==> src/rtl/instr_fetch_unit_if.sv <==
// Fetch-unit bus: instruction-memory port, decoder handshake, decoded fields and redirect.
// master = fetch unit, slave = memory/decoder/datapath side.
interface instr_fetch_unit_if;
  logic        imem_req;
  logic [31:0] imem_addr;
  logic        imem_ack;
  logic [31:0] imem_rdata;
  logic        out_valid;
  logic        out_ready;
  logic [5:0]  opcode;
  logic [4:0]  rs;
  logic [4:0]  rt;
  logic [4:0]  rd;
  logic [5:0]  funct;
  logic [15:0] imm;
  logic [31:0] pc_out;
  logic [31:0] pc_plus4;
  logic        redirect;
  logic [31:0] redirect_pc;
  logic [31:0] issue_count;

  modport master (
    output imem_req, imem_addr, out_valid, opcode, rs, rt, rd, funct, imm,
           pc_out, pc_plus4, issue_count,
    input  imem_ack, imem_rdata, out_ready, redirect, redirect_pc
  );

  modport slave (
    input  imem_req, imem_addr, out_valid, opcode, rs, rt, rd, funct, imm,
           pc_out, pc_plus4, issue_count,
    output imem_ack, imem_rdata, out_ready, redirect, redirect_pc
  );
endinterface

==> src/rtl/instr_fetch_unit.sv <==
// Instruction fetch/issue stage: PC, req/ack fetch, IR field split, valid/ready issue,
// branch redirect with squash of stale fetches.
module instr_fetch_unit #(
  parameter logic [31:0] RESET_PC = 32'h0000_0000
) (
  input  logic               clk,
  input  logic               rst_n,
  instr_fetch_unit_if.master bus
);
  typedef enum logic [1:0] {START, FETCH, HOLD, DROP} state_t;

  state_t      state_reg;
  logic [31:0] pc_reg;
  logic [31:0] ir_reg;
  logic [31:0] addr_reg;
  logic [31:0] pc_out_reg;
  logic [31:0] pc_plus4_reg;
  logic [31:0] count_reg;
  logic        req_reg;
  logic        valid_reg;
  logic [31:0] redirect_target;

  assign redirect_target = bus.redirect_pc & 32'hFFFF_FFFC;

  always_ff @(posedge clk or negedge rst_n) begin
    if (!rst_n) begin
      state_reg    <= START;
      pc_reg       <= RESET_PC;
      ir_reg       <= 32'd0;
      addr_reg     <= RESET_PC;
      pc_out_reg   <= 32'd0;
      pc_plus4_reg <= 32'd0;
      count_reg    <= 32'd0;
      req_reg      <= 1'b0;
      valid_reg    <= 1'b0;
    end else begin
      case (state_reg)
        START: begin
          req_reg   <= 1'b1;
          state_reg <= FETCH;
          if (bus.redirect) begin
            pc_reg   <= redirect_target;
            addr_reg <= redirect_target;
          end else begin
            addr_reg <= pc_reg;
          end
        end
        FETCH: begin
          if (bus.redirect && bus.imem_ack) begin
            // Returned word is stale; reissue at the target straight away.
            pc_reg   <= redirect_target;
            addr_reg <= redirect_target;
          end else if (bus.redirect) begin
            pc_reg    <= redirect_target;
            state_reg <= DROP;
          end else if (bus.imem_ack) begin
            ir_reg       <= bus.imem_rdata;
            pc_out_reg   <= pc_reg;
            pc_plus4_reg <= pc_reg + 32'd4;
            valid_reg    <= 1'b1;
            req_reg      <= 1'b0;
            state_reg    <= HOLD;
          end
        end
        DROP: begin
          // Outstanding request stays untouched until its ack; only pc tracks redirects.
          if (bus.redirect) pc_reg <= redirect_target;
          if (bus.imem_ack) begin
            addr_reg  <= bus.redirect ? redirect_target : pc_reg;
            state_reg <= FETCH;
          end
        end
        HOLD: begin
          if (bus.redirect) begin
            pc_reg    <= redirect_target;
            addr_reg  <= redirect_target;
            valid_reg <= 1'b0;
            req_reg   <= 1'b1;
            state_reg <= FETCH;
          end else if (bus.out_ready) begin
            pc_reg    <= pc_reg + 32'd4;
            addr_reg  <= pc_reg + 32'd4;
            count_reg <= count_reg + 32'd1;
            valid_reg <= 1'b0;
            req_reg   <= 1'b1;
            state_reg <= FETCH;
          end
        end
        default: state_reg <= START;
      endcase
    end
  end

  assign bus.imem_req    = req_reg;
  assign bus.imem_addr   = addr_reg;
  assign bus.out_valid   = valid_reg;
  assign bus.opcode      = ir_reg[31:26];
  assign bus.rs          = ir_reg[25:21];
  assign bus.rt          = ir_reg[20:16];
  assign bus.rd          = ir_reg[15:11];
  assign bus.funct       = ir_reg[5:0];
  assign bus.imm         = ir_reg[15:0];
  assign bus.pc_out      = pc_out_reg;
  assign bus.pc_plus4    = pc_plus4_reg;
  assign bus.issue_count = count_reg;
endmodule

==> src/flat_wrapper.sv <==
// flat-port wrapper written by rule: the top's interface ports become plain ports
module instr_fetch_unit_flat 
#(
  parameter logic [31:0] RESET_PC = 32'h0000_0000
)
  (clk, rst_n, bus_imem_req, bus_imem_addr, bus_out_valid, bus_opcode, bus_rs, bus_rt, bus_rd, bus_funct, bus_imm, bus_pc_out, bus_pc_plus4, bus_issue_count, bus_imem_ack, bus_imem_rdata, bus_out_ready, bus_redirect, bus_redirect_pc);
  instr_fetch_unit_if bus_i ();
  input  logic clk;
  input  logic rst_n;
  output wire logic [$bits(bus_i.imem_req)-1:0] bus_imem_req;
  output wire logic [$bits(bus_i.imem_addr)-1:0] bus_imem_addr;
  output wire logic [$bits(bus_i.out_valid)-1:0] bus_out_valid;
  output wire logic [$bits(bus_i.opcode)-1:0] bus_opcode;
  output wire logic [$bits(bus_i.rs)-1:0] bus_rs;
  output wire logic [$bits(bus_i.rt)-1:0] bus_rt;
  output wire logic [$bits(bus_i.rd)-1:0] bus_rd;
  output wire logic [$bits(bus_i.funct)-1:0] bus_funct;
  output wire logic [$bits(bus_i.imm)-1:0] bus_imm;
  output wire logic [$bits(bus_i.pc_out)-1:0] bus_pc_out;
  output wire logic [$bits(bus_i.pc_plus4)-1:0] bus_pc_plus4;
  output wire logic [$bits(bus_i.issue_count)-1:0] bus_issue_count;
  input wire logic [$bits(bus_i.imem_ack)-1:0] bus_imem_ack;
  input wire logic [$bits(bus_i.imem_rdata)-1:0] bus_imem_rdata;
  input wire logic [$bits(bus_i.out_ready)-1:0] bus_out_ready;
  input wire logic [$bits(bus_i.redirect)-1:0] bus_redirect;
  input wire logic [$bits(bus_i.redirect_pc)-1:0] bus_redirect_pc;
  assign bus_imem_req = bus_i.imem_req;
  assign bus_imem_addr = bus_i.imem_addr;
  assign bus_out_valid = bus_i.out_valid;
  assign bus_opcode = bus_i.opcode;
  assign bus_rs = bus_i.rs;
  assign bus_rt = bus_i.rt;
  assign bus_rd = bus_i.rd;
  assign bus_funct = bus_i.funct;
  assign bus_imm = bus_i.imm;
  assign bus_pc_out = bus_i.pc_out;
  assign bus_pc_plus4 = bus_i.pc_plus4;
  assign bus_issue_count = bus_i.issue_count;
  assign bus_i.imem_ack = bus_imem_ack;
  assign bus_i.imem_rdata = bus_imem_rdata;
  assign bus_i.out_ready = bus_out_ready;
  assign bus_i.redirect = bus_redirect;
  assign bus_i.redirect_pc = bus_redirect_pc;
  instr_fetch_unit #(.RESET_PC(RESET_PC)) u_core (.clk(clk), .rst_n(rst_n), .bus(bus_i));
endmodule
==> config.mk <==
export PLATFORM = sky130hd
export DESIGN_NAME = instr_fetch_unit_flat
export DESIGN_NICKNAME = d
export VERILOG_FILES = /design/src/rtl/instr_fetch_unit_if.sv /design/src/rtl/instr_fetch_unit.sv /design/src/flat_wrapper.sv
export SDC_FILE = /design/constraint.sdc
export NUM_CORES = 1
export LEC_CHECK = 0
export BUFFER_PORTS_ARGS = -buffer_cell sky130_fd_sc_hd__buf_2
export CAP_MARGIN = 20
export CORE_MARGIN = 10
export CORE_UTILIZATION = 58
export DETAILED_ROUTE_END_ITERATION = 7
export PLACE_DENSITY = 0.86
export SLEW_MARGIN = 20
export SYNTH_ARGS = -nofsm -noshare
export SYNTH_HDL_FRONTEND = slang
export SYNTH_SLANG_ARGS = --single-unit
==> constraint.sdc <==
create_clock -name clk -period 5 [get_ports clk]
set_clock_uncertainty 0.05 [all_clocks]
set_input_delay 0.5 -clock clk [delete_from_list [all_inputs] [get_ports clk]]
set_output_delay 0.5 -clock clk [all_outputs]
set_load 0.02 [all_outputs]
* Yosys cells after proc, flatten, opt, wreduce, memory -nomap -nowiden
Index checks and enable logic that the tools add are counted.
Storage, ports and cells: RAM bits 0, flip-flop bits (word level) 196, output and inout bits 173, memories 0, bits of input ports 69, logic and storage cells 61, memory bits (read-only) 0, bits in latches 0
Cells by class: bitwise logic cells 2, magnitude comparators 0, eq/ne operators 10, multiply operators 0, reductions and logical operators 11, mux-type cells 27, add/subtract/negate cells 2, divide/modulo/power cells 0, shift-type cells 0
Operator list (count):
- two-way mux 32 bit | 6
- one-hot mux 32 bit (4 select lines) | 1
- one-hot mux 32 bit (3 select lines) | 1
- adder 32 x 1 -> 32 bit, second input constant | 1
- adder 32 x 3 -> 32 bit, second input constant | 1
- two-way mux 2 bit | 6
- two-way mux 1 bit | 10
- AND reduction 5 bit | 2
- != test 2 bit, second input constant | 4
- one-hot mux 2 bit (4 select lines) | 1
- AND reduction 4 bit | 2
- != test 3 bit, second input constant | 2
- AND reduction 3 bit | 2
- equality test 2 bit, second input constant | 2
- one-hot mux 1 bit (3 select lines) | 1
- nonzero test 3 bit | 1
- equality test 2 x 1 -> 1 bit, second input constant | 1
- logical NOT 2 bit | 1
- != test 2 x 1 -> 1 bit, second input constant | 1
- inverter 1 bit | 2
- one-hot mux 1 bit (2 select lines) | 1
- nonzero test 2 bit | 1
- OR reduction 2 bit | 1
- logical AND 1 bit | 1

* Longest topological paths before layout
Gate-level depths: netlist of the first run.
depth after elaboration 4, mapped depth 10, depth with buffers taken out 8

* Least setup slack after synthesis of the first run
No wires, ideal clock.
kind register -> register, from register u_core.pc_reg[3], to register u_core.addr_reg[30], in the netlist u_core.bus.imem_addr[30], cell stages (with the launch flop) 9, slack 2542 ps, path buffers 1, arrival 2290 ps, period minus slack after synthesis 2458 ps, required time 4832 ps, cell sequence dfrtp_1 > ha_1 > nand4_1 > or4_1 > buf_2 > o41a_1 > o311ai_2 > a221oi_1 > a21o_1
Between the ends: longest elaborated chain between the ends 4
RTL lines:
- start: declaration | line instr_fetch_unit.sv:13 | logic [31:0] pc_reg;
- start signal: assignment | line instr_fetch_unit.sv:42 | pc_reg <= redirect_target;
- start signal: assignment | line instr_fetch_unit.sv:51 | pc_reg <= redirect_target;
- start signal: assignment | line instr_fetch_unit.sv:54 | pc_reg <= redirect_target;
- adder 32 x 3 -> 32 bit | line instr_fetch_unit.sv:82 | addr_reg <= pc_reg + 32'd4;
- two-way mux 32 bit | line instr_fetch_unit.sv:80 | end else if (bus.out_ready) begin
- two-way mux 32 bit | line instr_fetch_unit.sv:74 | if (bus.redirect) begin
- one-hot mux 32 bit (4 select lines) | line instr_fetch_unit.sv:37 | case (state_reg)
- end signal: assignment | line instr_fetch_unit.sv:43 | addr_reg <= redirect_target;
- end signal: assignment | line instr_fetch_unit.sv:76 | addr_reg <= redirect_target;
- end signal: assignment | line instr_fetch_unit.sv:82
- end: declaration | line instr_fetch_unit.sv:15 | logic [31:0] addr_reg;
Every way passes these cells. The select of a mux whose other input is x is not followed. A chain may end at the register's enable or synchronous reset.

* Worst setup path in the final report of the first run
from register u_core.pc_reg[2], to register u_core.pc_reg[28]
Between the ends: longest elaborated chain between the ends 4
RTL lines:
- adder 32 x 3 -> 32 bit | line instr_fetch_unit.sv:81 | pc_reg <= pc_reg + 32'd4;
- two-way mux 32 bit | line instr_fetch_unit.sv:80
- two-way mux 32 bit | line instr_fetch_unit.sv:74
- one-hot mux 32 bit (3 select lines) | line instr_fetch_unit.sv:37
Every way passes these cells. The select of a mux whose other input is x is not followed.

==> results of run 1 <==
[per-layer routing]
metal,vias up,share of wire,wire (um)
li1,3796,-,-
met1,4097,0.39,11500
met2,535,0.46,13600
met3,58,0.12,3490
met4,0,0.026,758
met5,-,0,0
[path summary, 6_finish.rpt]
path | startpoint | to | slack [ns] | cells past startpoint
setup / recovery | u_core.pc_reg[2]$_DFFE_PN0P_ | u_core.pc_reg[28]$_DFFE_PN0P_ | 1.72 | 7
hold / removal | rst_n | u_core.bus.pc_plus4[11]$_DFFE_PN0P_ | 0.18 | 1
setup reg to reg | u_core.pc_reg[2]$_DFFE_PN0P_ | u_core.pc_reg[28]$_DFFE_PN0P_ | 1.72 | 7
hold reg to reg | u_core.bus.pc_plus4[12]$_DFFE_PN0P_ | u_core.bus.pc_plus4[12]$_DFFE_PN0P_ | 0.43 | 2
max in group asynchronous | rst_n | u_core.bus.pc_plus4[21]$_DFFE_PN0P_ | 3.63 | 2
min in group clk | bus_imem_rdata[1] | u_core.ir_reg[1]$_DFFE_PN0P_ | 0.25 | 2
[cell usage in the layout (no fill, tap or decap), drive strengths merged, types with 8 or more instances in the layout]
| cell type | count |
|---|---|
| buf | 256 |
| dfrtp | 194 |
| nand2 | 83 |
| mux2 | 70 |
| a21oi | 68 |
| o21ai | 65 |
| nor2 | 62 |
| nand3 | 34 |
| xnor2 | 29 |
| xor2 | 24 |
| clkbuf | 22 |
| inv | 20 |
| nand4 | 19 |
| mux2i | 18 |
| nand2b | 17 |
| and3 | 13 |
| a221oi | 13 |
| a31oi | 12 |
| nor3 | 12 |
| diode | 8 |
| o221ai | 8 |
[per-stage QoR]
stage               hold slack (ns)  area [um2]  std cells   util
floorplan                     0.154        9670        951      -
global placement              0.404       10900       1340  0.662
detailed placement            0.418       10900       1340  0.662
CTS                           0.206       11500       1371  0.696
global route                  0.239       11500       1376  0.698
finish                        0.176       11500       1380  0.699
[kinds of logic (layout without fill, tap and decap cells)]
group                    after synthesis  count (layout)  synth area share
AO/OA/AOI/OAI                        239             239             0.160
multiplexers                          88              88             0.100
flip-flops                           194             194             0.502
buffers and inverters                104             305            0.0480
XOR/XNOR                              53              53            0.0480
adder cells (fa/ha/maj)                6               6           0.00776
AND/OR/NAND/NOR                      267             267             0.134
other                                  0               8                 0
[power by group]
part | internal, uW | switching (uW) | total, uW
sequential | 2170 | 514 | 2690
clock | 717 | 596 | 1310
combinational | 1270 | 2270 | 3540
total | 4160 | 3380 | 7540
[worst max-delay path: stages (launching register included)]
cell and delay [ns]:
dfrtp_1 0.58, ha_1 0.25, nand3_1 0.15, nor4_1 0.90
a31oi_1 0.24, o311ai_0 0.61, o221ai_1 0.20, a21boi_0 0.16
[final cells by class]
class / count / area share
clock buffer: 21 / 0.0400
sequential: 194 / 0.422
inverter: 17 / 0.00554
antenna: 8 / 0.00174
tap: 220 / 0.0239
multi-input combinational: 653 / 0.380
timing repair buffer: 257 / 0.118
clock inverter: 10 / 0.00891
==> summary.txt, run 1 <==
Outcome
  • Status: finished, final reports clean

Placement
  • Final GP Congestion: 0.885
  • Port bufs: 239
  • Post-place setup slack: 2.01 ns
  • Hpwl dp: 21.1 mm

Clock tree
  • CTS sink count: 194
  • H-tree depth: 4
  • Cts hold-fix bufs: 0
  • TritonCTS clock tree: done
  • Cts bufs inserted: 17
  • Worst-path clk slew: 0.07 ns
  • Number of post-CTS setup repair buffers: 0
  • Post-CTS sizing: 0
  • Worst skew pair latency: 0.43 ns
  • Clock tree root driver cell: clkbuf_16
  • Clock buffer depth: 2

Run
  • Max Cap Violations: 0

Floorplan
  • Io pins: 242
  • Die area: 22200 um2
  • Initial core utilization: 0.587
  • Cell Rows: 47
  • Die Ht: 149 um
  • Core area: 16500 um2
  • Die X: 149 um

Worst setup path
  • Worst EP arrival: 3.52 ns
  • Critical path endpoint category: flip-flop
  • CP startpoint kind: flip-flop
  • CP required: 5.25 ns
  • Crit path max fanout: 11
  • Type of the worst setup path: reg2reg

Logic synthesis
  • FF+latch count, synth: 194
  • Top cell type's share of synthesized area: 0.502
  • Register area share after synthesis: 0.502
  • Main area contributors after synthesis: dfrtp_1, mux2_2, a21oi_1, o21ai_0, nand2_1
  • Library cells used by synthesis: 67
  • Most frequent cells after synthesis: dfrtp_1, nand2_1, mux2_2
  • Ys Warns: 0
  • Post-synth EDFFs: 0
  • Area leader, netlist: dfrtp_1
  • Net Count, Synth: 1026
  • Cell with the most instances after synthesis: dfrtp_1
  • Mean Syn Cell Area: 10.2 um2
  • Synth Flop Type: dfrtp_1
  • Mapped Area: 9670 um2
  • Async SR Flop Fraction: 1.00
  • Cells after synthesis: 951

GRT
  • Initial antenna violation count: 6
  • Met2 GRT Util: 0.405
  • Global routing usage on met3: 0.0840
  • Number of global-route vias before repair: 8219
  • Busiest grt layer: met2
  • GR Overflow Total: 0
  • First-pass GRT wire length: 45.4 mm
  • Largest net degree at the start of global routing: 121
  • GR Layer Usage met1: 0.319
  • Gr usage total: 0.256

Route
  • Vias per Instance: 6.15
  • DRC: 0
  • Via count: 8486
  • Wire per inst: 21.3 um
  • Initial detailed-routing violation count: 1037
  • ANT nets after route: 0
  • Routed WL: 29.4 mm
  • Drt first pass iters: 6

Power
  • Total power: 7540 uW
  • Worst vdd ir: 405 uV
  • PD cells: 655 nW/um2
  • Pleak: 0.00555 uW

STA
  • Fin. max-slew vios: 0
  • Final hold violations: 0
  • Setup-failing EPs final: 0
  • Period utilization: 0.655
  • RSZ-0062 raised after global routing: no
  • Worst Max-Slew Pin Slew: 1.13 ns
  • Slew HR: 0.238
  • Setup TNS: 0 ns
  • Fmax: 305 MHz
  • Worst Slack Setup Final: 1.72 ns
  • Crit path time final: 3.28 ns

Finish
  • Reg area: 4850 um2
  • # fillers: 1190
  • NumNets Final: 1215
  • Layout cells sized above 1: 0.316
  • Area Growth Syn to Fin: 19.0%
  • Area occupied by multi-input gates: 4370 um2

Worst hold path
  • HP Class: in2async
(Power assumes the default switching activity.)
==> inputs of run 2 (changes only) <==
--- a/config.mk
+++ b/config.mk
@@ -8,9 +8,9 @@
 export BUFFER_PORTS_ARGS = -buffer_cell sky130_fd_sc_hd__buf_2
 export CAP_MARGIN = 20
 export CORE_MARGIN = 10
-export CORE_UTILIZATION = 58
+export CORE_UTILIZATION = 49
 export DETAILED_ROUTE_END_ITERATION = 7
-export PLACE_DENSITY = 0.86
+export PLACE_DENSITY = 0.77
 export SLEW_MARGIN = 20
 export SYNTH_ARGS = -nofsm -noshare
 export SYNTH_HDL_FRONTEND = slang
==> constraint.sdc (replaced) <==
create_clock -name clk -period 2.6 [get_ports clk]
set_clock_uncertainty 0.05 [all_clocks]
set_input_delay 0.26 -clock clk [delete_from_list [all_inputs] [get_ports clk]]
set_output_delay 0.26 -clock clk [all_outputs]
set_load 0.02 [all_outputs]
==> run 2 against run 1 <==
- cell area rose by 6.3%
- first-iteration DRC count fell by 20%
- sequential share of layout area fell by 2.5 points
- fmax rose by 30%
- die area rose by 16%
- sequential power rose by 84%
- via count rose by 2.0%
- combinational power rose by 110%
- non-clock buffer count rose by 68
- critical path depth fell by 1
- hold slack got worse by 0.16 ns
- core utilization fell by 7.0 points
- critical endpoint is now u_core.pc_reg[25]$_DFFE_PN0P_
- largest cell class unchanged
==> summary.txt, run 2 (synthesis results as in run 1) <==
Floorplan
  • Die X: 160 um (+7.6%)
  • Io pins: 242 (unchanged)
  • Die area: 25800 um2 (+16%)
  • Core area: 19500 um2 (+18%)
  • Die Ht: 160 um (+7.6%)
  • Cell Rows: 51 (+8.5%)
  • Initial core utilization: 0.497 (-0.0904)

GRT
  • Largest net degree at the start of global routing: 94 (-22%)
  • Gr usage total: 0.232 (-0.0239)
  • First-pass GRT wire length: 48.2 mm (+6.0%)
  • GR Overflow Total: 0 (unchanged)
  • Number of global-route vias before repair: 8427 (+2.5%)
  • Initial antenna violation count: 4 (-2)

Power
  • Pleak: 0.00591 uW (+6.6%)
  • Worst vdd ir: 608 uV (+50%)
  • PD cells: 1230 nW/um2 (+88%)

Placement
  • Port bufs: 239 (unchanged)
  • Hpwl dp: 22.2 mm (+5.3%)
  • Final GP Congestion: 0.896 (+1.2%)

STA
  • Final hold violations: 0 (unchanged)
  • Fin. max-slew vios: 0 (unchanged)
  • Period utilization: 0.972 (+0.317)
  • Worst hold slack: 0.0136 ns (-0.163 ns)
  • Fmax: 396 MHz (+30%)
  • Setup TNS: 0 ns (unchanged)
  • Slew HR: 0.346 (+0.108)
  • Crit path time final: 2.53 ns (-0.747 ns)
  • Setup-failing EPs final: 0 (unchanged)
  • RSZ-0062 raised after global routing: no
  • Worst Max-Slew Pin Slew: 0.975 ns (-0.158 ns)

Route
  • Via count: 8654 (+2.0%)
  • Routed WL: 30.6 mm (+4.1%)
  • Vias per Instance: 5.81 (-5.5%)
  • Initial detailed-routing violation count: 834 (-20%)
  • Drt first pass iters: 5 (-1)
  • Wire per inst: 20.5 um (-3.6%)
  • DRC: 0 (unchanged)
  • ANT nets after route: 0 (unchanged)

Clock tree
  • Cts bufs inserted: 17 (unchanged)
  • Number of post-CTS setup repair buffers: 0 (unchanged)
  • CTS sink count: 194 (unchanged)
  • Worst-path clk slew: 0.07 ns (about the same)
  • TritonCTS clock tree: done
  • H-tree depth: 4 (unchanged)
  • Clock tree root driver cell: clkbuf_16
  • Clock buffer depth: 2 (unchanged)
  • Worst skew pair latency: 0.44 ns (about the same)

Finish
  • NumNets Final: 1283 (+5.6%)
  • Layout cells sized above 1: 0.343 (+0.0272)
  • Most frequent cells in the layout: buf_2, dfrtp_1, nand2_1, mux2_2, a21oi_1
  • Area Growth Syn to Fin: 26.5%
  • Commonest non-fill, non-tap cell in the layout: buf_2

Worst setup path
  • Critical path endpoint category: flip-flop
  • CP startpoint kind: flip-flop
  • Type of the worst setup path: reg2reg
  • Worst EP arrival: 2.85 ns (-0.67 ns)
  • CP required: 2.92 ns (-2.33 ns)
  • Crit path max fanout: 21 (+10)

Outcome
  • Status: finished, final reports clean

Worst hold path
  • HP Class: in2reg

Run
  • Max Cap Violations: 0 (unchanged)
[run 2: changes by cell type in the layout (fill, tap and decap cells not counted), sizes merged, moves of 3 or more]
cell and delta:
buf +45, dlygate4sd3 +23, clkinvlp -3, clkbuf -4, inv +7, diode -4
[run 2: per-stage QoR]
stage               std cells  area, um2   util  power, uW  setup WS, ns
floorplan                 951       9670      -       9620         0.142
global placement         1431      11400  0.584      12200        0.0997
detailed placement       1431      11400  0.584      12400        0.0516
CTS                      1486      12200  0.626      15100        0.0459
global route             1489      12200  0.628      16000        0.0222
finish                   1490      12200  0.629      15000        0.0723
[run 2: worst paths after layout]
kind | depth (start not counted) | endpoint | slack [ns] | start
worst max-delay path | 6 | u_core.pc_reg[25]$_DFFE_PN0P_ | 0.07 | u_core.state_reg[1]$_DFFE_PN0P_
worst min-delay path | 2 | u_core.ir_reg[28]$_DFFE_PN0P_ | 0.01 | bus_imem_rdata[28]
worst max register to register | 6 | u_core.pc_reg[25]$_DFFE_PN0P_ | 0.07 | u_core.state_reg[1]$_DFFE_PN0P_
worst min register to register | 2 | u_core.bus.pc_plus4[15]$_DFFE_PN0P_ | 0.43 | u_core.bus.pc_plus4[15]$_DFFE_PN0P_
max in group asynchronous | 3 | u_core.ir_reg[2]$_DFFE_PN0P_ | 1.35 | rst_n
min in group asynchronous | 2 | u_core.bus.issue_count[13]$_DFFE_PN0P_ | 0.34 | rst_n
[run 2: area by class of cell]
cell class / count / area [um2]
antenna: 4 / 10.0
clock inverter: 15 / 173
clock buffer: 17 / 425
sequential: 194 / 4850
multi-input combinational: 653 / 4410
tap: 265 / 332
inverter: 17 / 63.8
timing repair buffer: 325 / 1970
fill: 1553 / 7230
[run 2: worst max-delay path: stages, from the launching register on]
cell and delay [ns]:
dfrtp_1 0.43, inv_1 0.08, ha_1 0.47, nor2_1 0.18, buf_12 0.20, o21ai_1 0.76, a22o_1 0.28
[run 2: repair_timing]
| action | 4_1_cts | 5_1_grt |
|---|---|---|
| hold buffers | 23 | 0 |
| gates resized for setup | 0 | 11 |
| endpoints found under the hold margin | 92 | 0 |
| setup endpoints to repair | 0 | 13 |
[run 2: routing by layer]
metal	vias up	global-route usage	share of wire
met5	-	0	0
met2	454	0.356	0.46
li1	3941	-	-
met3	55	0.0688	0.095
met4	0	0.0730	0.019
met1	4204	0.309	0.42
[run 2: power by group]
group          internal [uW]  switching, uW
sequential              4180            761
combinational           2780           4690
clock                   1310           1330
total                   8260           6780
==> inputs of run 3 (changes only) <==
--- a/config.mk
+++ b/config.mk
@@ -5,12 +5,12 @@
 export SDC_FILE = /design/constraint.sdc
 export NUM_CORES = 1
 export LEC_CHECK = 0
-export BUFFER_PORTS_ARGS = -buffer_cell sky130_fd_sc_hd__buf_2
 export CAP_MARGIN = 20
 export CORE_MARGIN = 10
-export CORE_UTILIZATION = 49
+export CORE_UTILIZATION = 58
 export DETAILED_ROUTE_END_ITERATION = 7
-export PLACE_DENSITY = 0.77
+export DONT_BUFFER_PORTS = 1
+export PLACE_DENSITY = 0.76
 export SLEW_MARGIN = 20
 export SYNTH_ARGS = -nofsm -noshare
 export SYNTH_HDL_FRONTEND = slang
==> run 3 against run 2 <==
- non-clock buffer count is 218 lower
- routed wire length is 6.0% lower
- setup slack worse by 0.0064 ns
- highest routed layer unchanged
- via count is 9.8% lower
- sequential share of layout area is 4.1 points higher
- core utilization is 4.5 points higher
- first-iteration DRC count is 1.7% lower
- critical endpoint is now u_core.bus.imem_addr[30]$_DFFE_PN0P_
- the run now ends with negative hold slack left
- largest cell class unchanged
==> summary.txt, run 3 (synthesis results as in run 1) <==
Finish
  • Layout cells sized above 1: 0.176 (-0.168)
  • Area Growth Syn to Fin: 14.7%
  • # fillers: 1232 (-21%)
  • Commonest non-fill, non-tap cell in the layout: dfrtp_1
  • Most frequent cells in the layout: dfrtp_1, nand2_1, mux2_2, a21oi_1, o21ai_0
  • ANT cells: 0 (-4)
  • NumNets Final: 1065 (-17%)
  • Design Area, Final: 11100 um2 (-9.3%)

Clock tree
  • TritonCTS clock tree: done
  • Worst-path clk slew: 0.07 ns (about the same)
  • Number of post-CTS setup repair buffers: 0 (unchanged)
  • Clock buffer depth: 2 (unchanged)
  • Clock tree root driver cell: clkbuf_16
  • Cts hold-fix bufs: 44 (+91%)
  • CTS sink count: 194 (unchanged)
  • Worst skew pair latency: 0.42 ns (-0.02 ns)
  • H-tree depth: 4 (unchanged)
  • Cts bufs inserted: 17 (unchanged)

Worst setup path
  • Crit path max fanout: 7 (-67%)
  • CP peak stage delay: 0.62 ns (-0.14 ns)
  • CP cell instances: ha_1, nand4_1, or4_1, o41a_1, o311ai_2, a221oi_1, a21o_1
  • Crit-path slowest cell: or4_1
  • Type of the worst setup path: reg2reg
  • CP required: 2.87 ns (-0.05 ns)
  • Worst EP arrival: 2.80 ns (-0.05 ns)
  • Critical path endpoint category: flip-flop
  • CP startpoint kind: flip-flop

Floorplan
  • Die Ht: 149 um (-7.1%)
  • Core area: 16500 um2 (-15%)
  • Cell Rows: 47 (-7.8%)
  • Io pins: 242 (unchanged)
  • Die X: 149 um (-7.1%)
  • Die area: 22200 um2 (-14%)
  • Initial core utilization: 0.587 (+0.0904)

STA
  • RSZ-0062 raised after global routing: yes
  • Worst hold slack: -0.526 ns (-0.539 ns)
  • Setup-failing EPs final: 0 (unchanged)
  • Crit path time final: 2.53 ns (+0.00643 ns)
  • Final hold violations: 194 (+194)
  • Setup TNS: 0 ns (unchanged)
  • Fmax: 395 MHz (-0.25%)
  • Slew HR: 0.533 (+0.187)
  • Fin. max-slew vios: 0 (unchanged)
  • Worst Max-Slew Pin Slew: 0.697 ns (-0.277 ns)
  • Period utilization: 0.975 (+0.00247)

Route
  • Via count: 7804 (-9.8%)
  • Initial detailed-routing violation count: 820 (-1.7%)
  • Routed WL: 28.8 mm (-6.0%)
  • Wire per inst: 23.5 um (+15%)
  • DRC: 0 (unchanged)
  • Vias per Instance: 6.39 (+10%)
  • ANT nets after route: 0 (unchanged)
  • Drt first pass iters: 5 (unchanged)

GRT
  • Met2 GRT Util: 0.398 (+0.0426)
  • Largest net degree at the start of global routing: 195 (+110%)
  • Initial antenna violation count: 0 (-4)
  • Global routing usage on met3: 0.0883 (+0.0195)
  • Busiest grt layer: met2
  • Gr usage total: 0.255 (+0.0229)
  • First-pass GRT wire length: 44.6 mm (-7.5%)
  • GR Layer Usage met1: 0.329 (+0.0203)
  • GR Overflow Total: 0 (unchanged)
  • Number of global-route vias before repair: 7448 (-12%)

Outcome
  • Status: finished with violations
  • Failing checks: negative hold slack

Power
  • PD cells: 1250 nW/um2 (+1.4%)
  • Total power: 13800 uW (-8.0%)
  • Worst vdd ir: 633 uV (+4.0%)
  • Pleak: 0.00491 uW (-17%)

Placement
  • Hpwl dp: 20.2 mm (-8.9%)
  • Final GP Congestion: 0.896 (about the same)
  • Placed cell area: 10100 um2 (-11%)
  • Port bufs: 0 (-100%)

Run
  • Max Cap Violations: 0 (unchanged)

Worst hold path
  • HP Class: in2async
## run 3: repair_timing
action | in CTS | in global routing
resized for setup | 1 | 7
cloned | 0 | 0
setup endpoints to repair | 7 | 9
hold endpoints to repair | 244 | 194
## run 3: where the power goes
part	total, uW	switching [uW]	leakage (uW)	internal (uW)
logic	4820	2730	0.00219	2090
clock network	2490	1140	0.000266	1350
registers	6530	2360	0.00245	4170
## run 3: metrics by stage
stage / std cells / worst slack (ns) / utilization
after global routing: 1222 / -0.0150 / 0.674
after detailed placement: 1147 / -0.0426 / 0.612
after global placement: 1147 / 0.115 / 0.612
after CTS: 1222 / 0.0228 / 0.673
final: 1222 / 0.0659 / 0.674
after floorplan: 951 / 0.142 / -
## run 3: area by class of cell
| cell class | count | area [um2] | share of cell area |
|---|---|---|---|
| Sequential cell | 194 | 4850 | 0.438 |
| Inverter | 17 | 63.8 | 0.00575 |
| Timing Repair Buffer | 107 | 955 | 0.0860 |
| Tap cell | 220 | 275 | 0.0248 |
| Clock inverter | 10 | 101 | 0.00913 |
| Multi-Input combinational cell | 653 | 4400 | 0.396 |
| Clock buffer | 21 | 450 | 0.0406 |
## run 3: final timing paths
kind,startpoint,to,slack [ns],depth (start not counted)
max,u_core.pc_reg[3]$_DFFE_PN0P_,u_core.bus.imem_addr[30]$_DFFE_PN0P_,0.07,7
max in group asynchronous,rst_n,u_core.bus.imem_addr[22]$_DFFE_PN0P_,2.80,0
min in group clk,bus_redirect_pc[11],u_core.bus.imem_addr[11]$_DFFE_PN0P_,0.02,2
min reg2reg,u_core.pc_reg[0]$_DFFE_PN0P_,u_core.pc_reg[0]$_DFFE_PN0P_,0.44,2
min,rst_n,u_core.bus.issue_count[11]$_DFFE_PN0P_,-0.53,0
max reg2reg,u_core.pc_reg[3]$_DFFE_PN0P_,u_core.bus.imem_addr[30]$_DFFE_PN0P_,0.07,7
## run 3: per-layer routing
metal  up-vias  share of wire  routed length, um
li1       3493              -                  -
met1      3784           0.40              11400
met2       477           0.46              13100
met3        50           0.13               3690
met4         0          0.020                576
met5         -              0                  0
## run 3: worst max-delay path: cells and delay by family, from the launching register on
kind / cells / cell delay (ns)
flip-flops: 1 / 0.36
AND/OR/NAND/NOR: 2 / 0.78
adder cells (fa/ha/maj): 1 / 0.18
AO/OA/AOI/OAI: 4 / 1.06
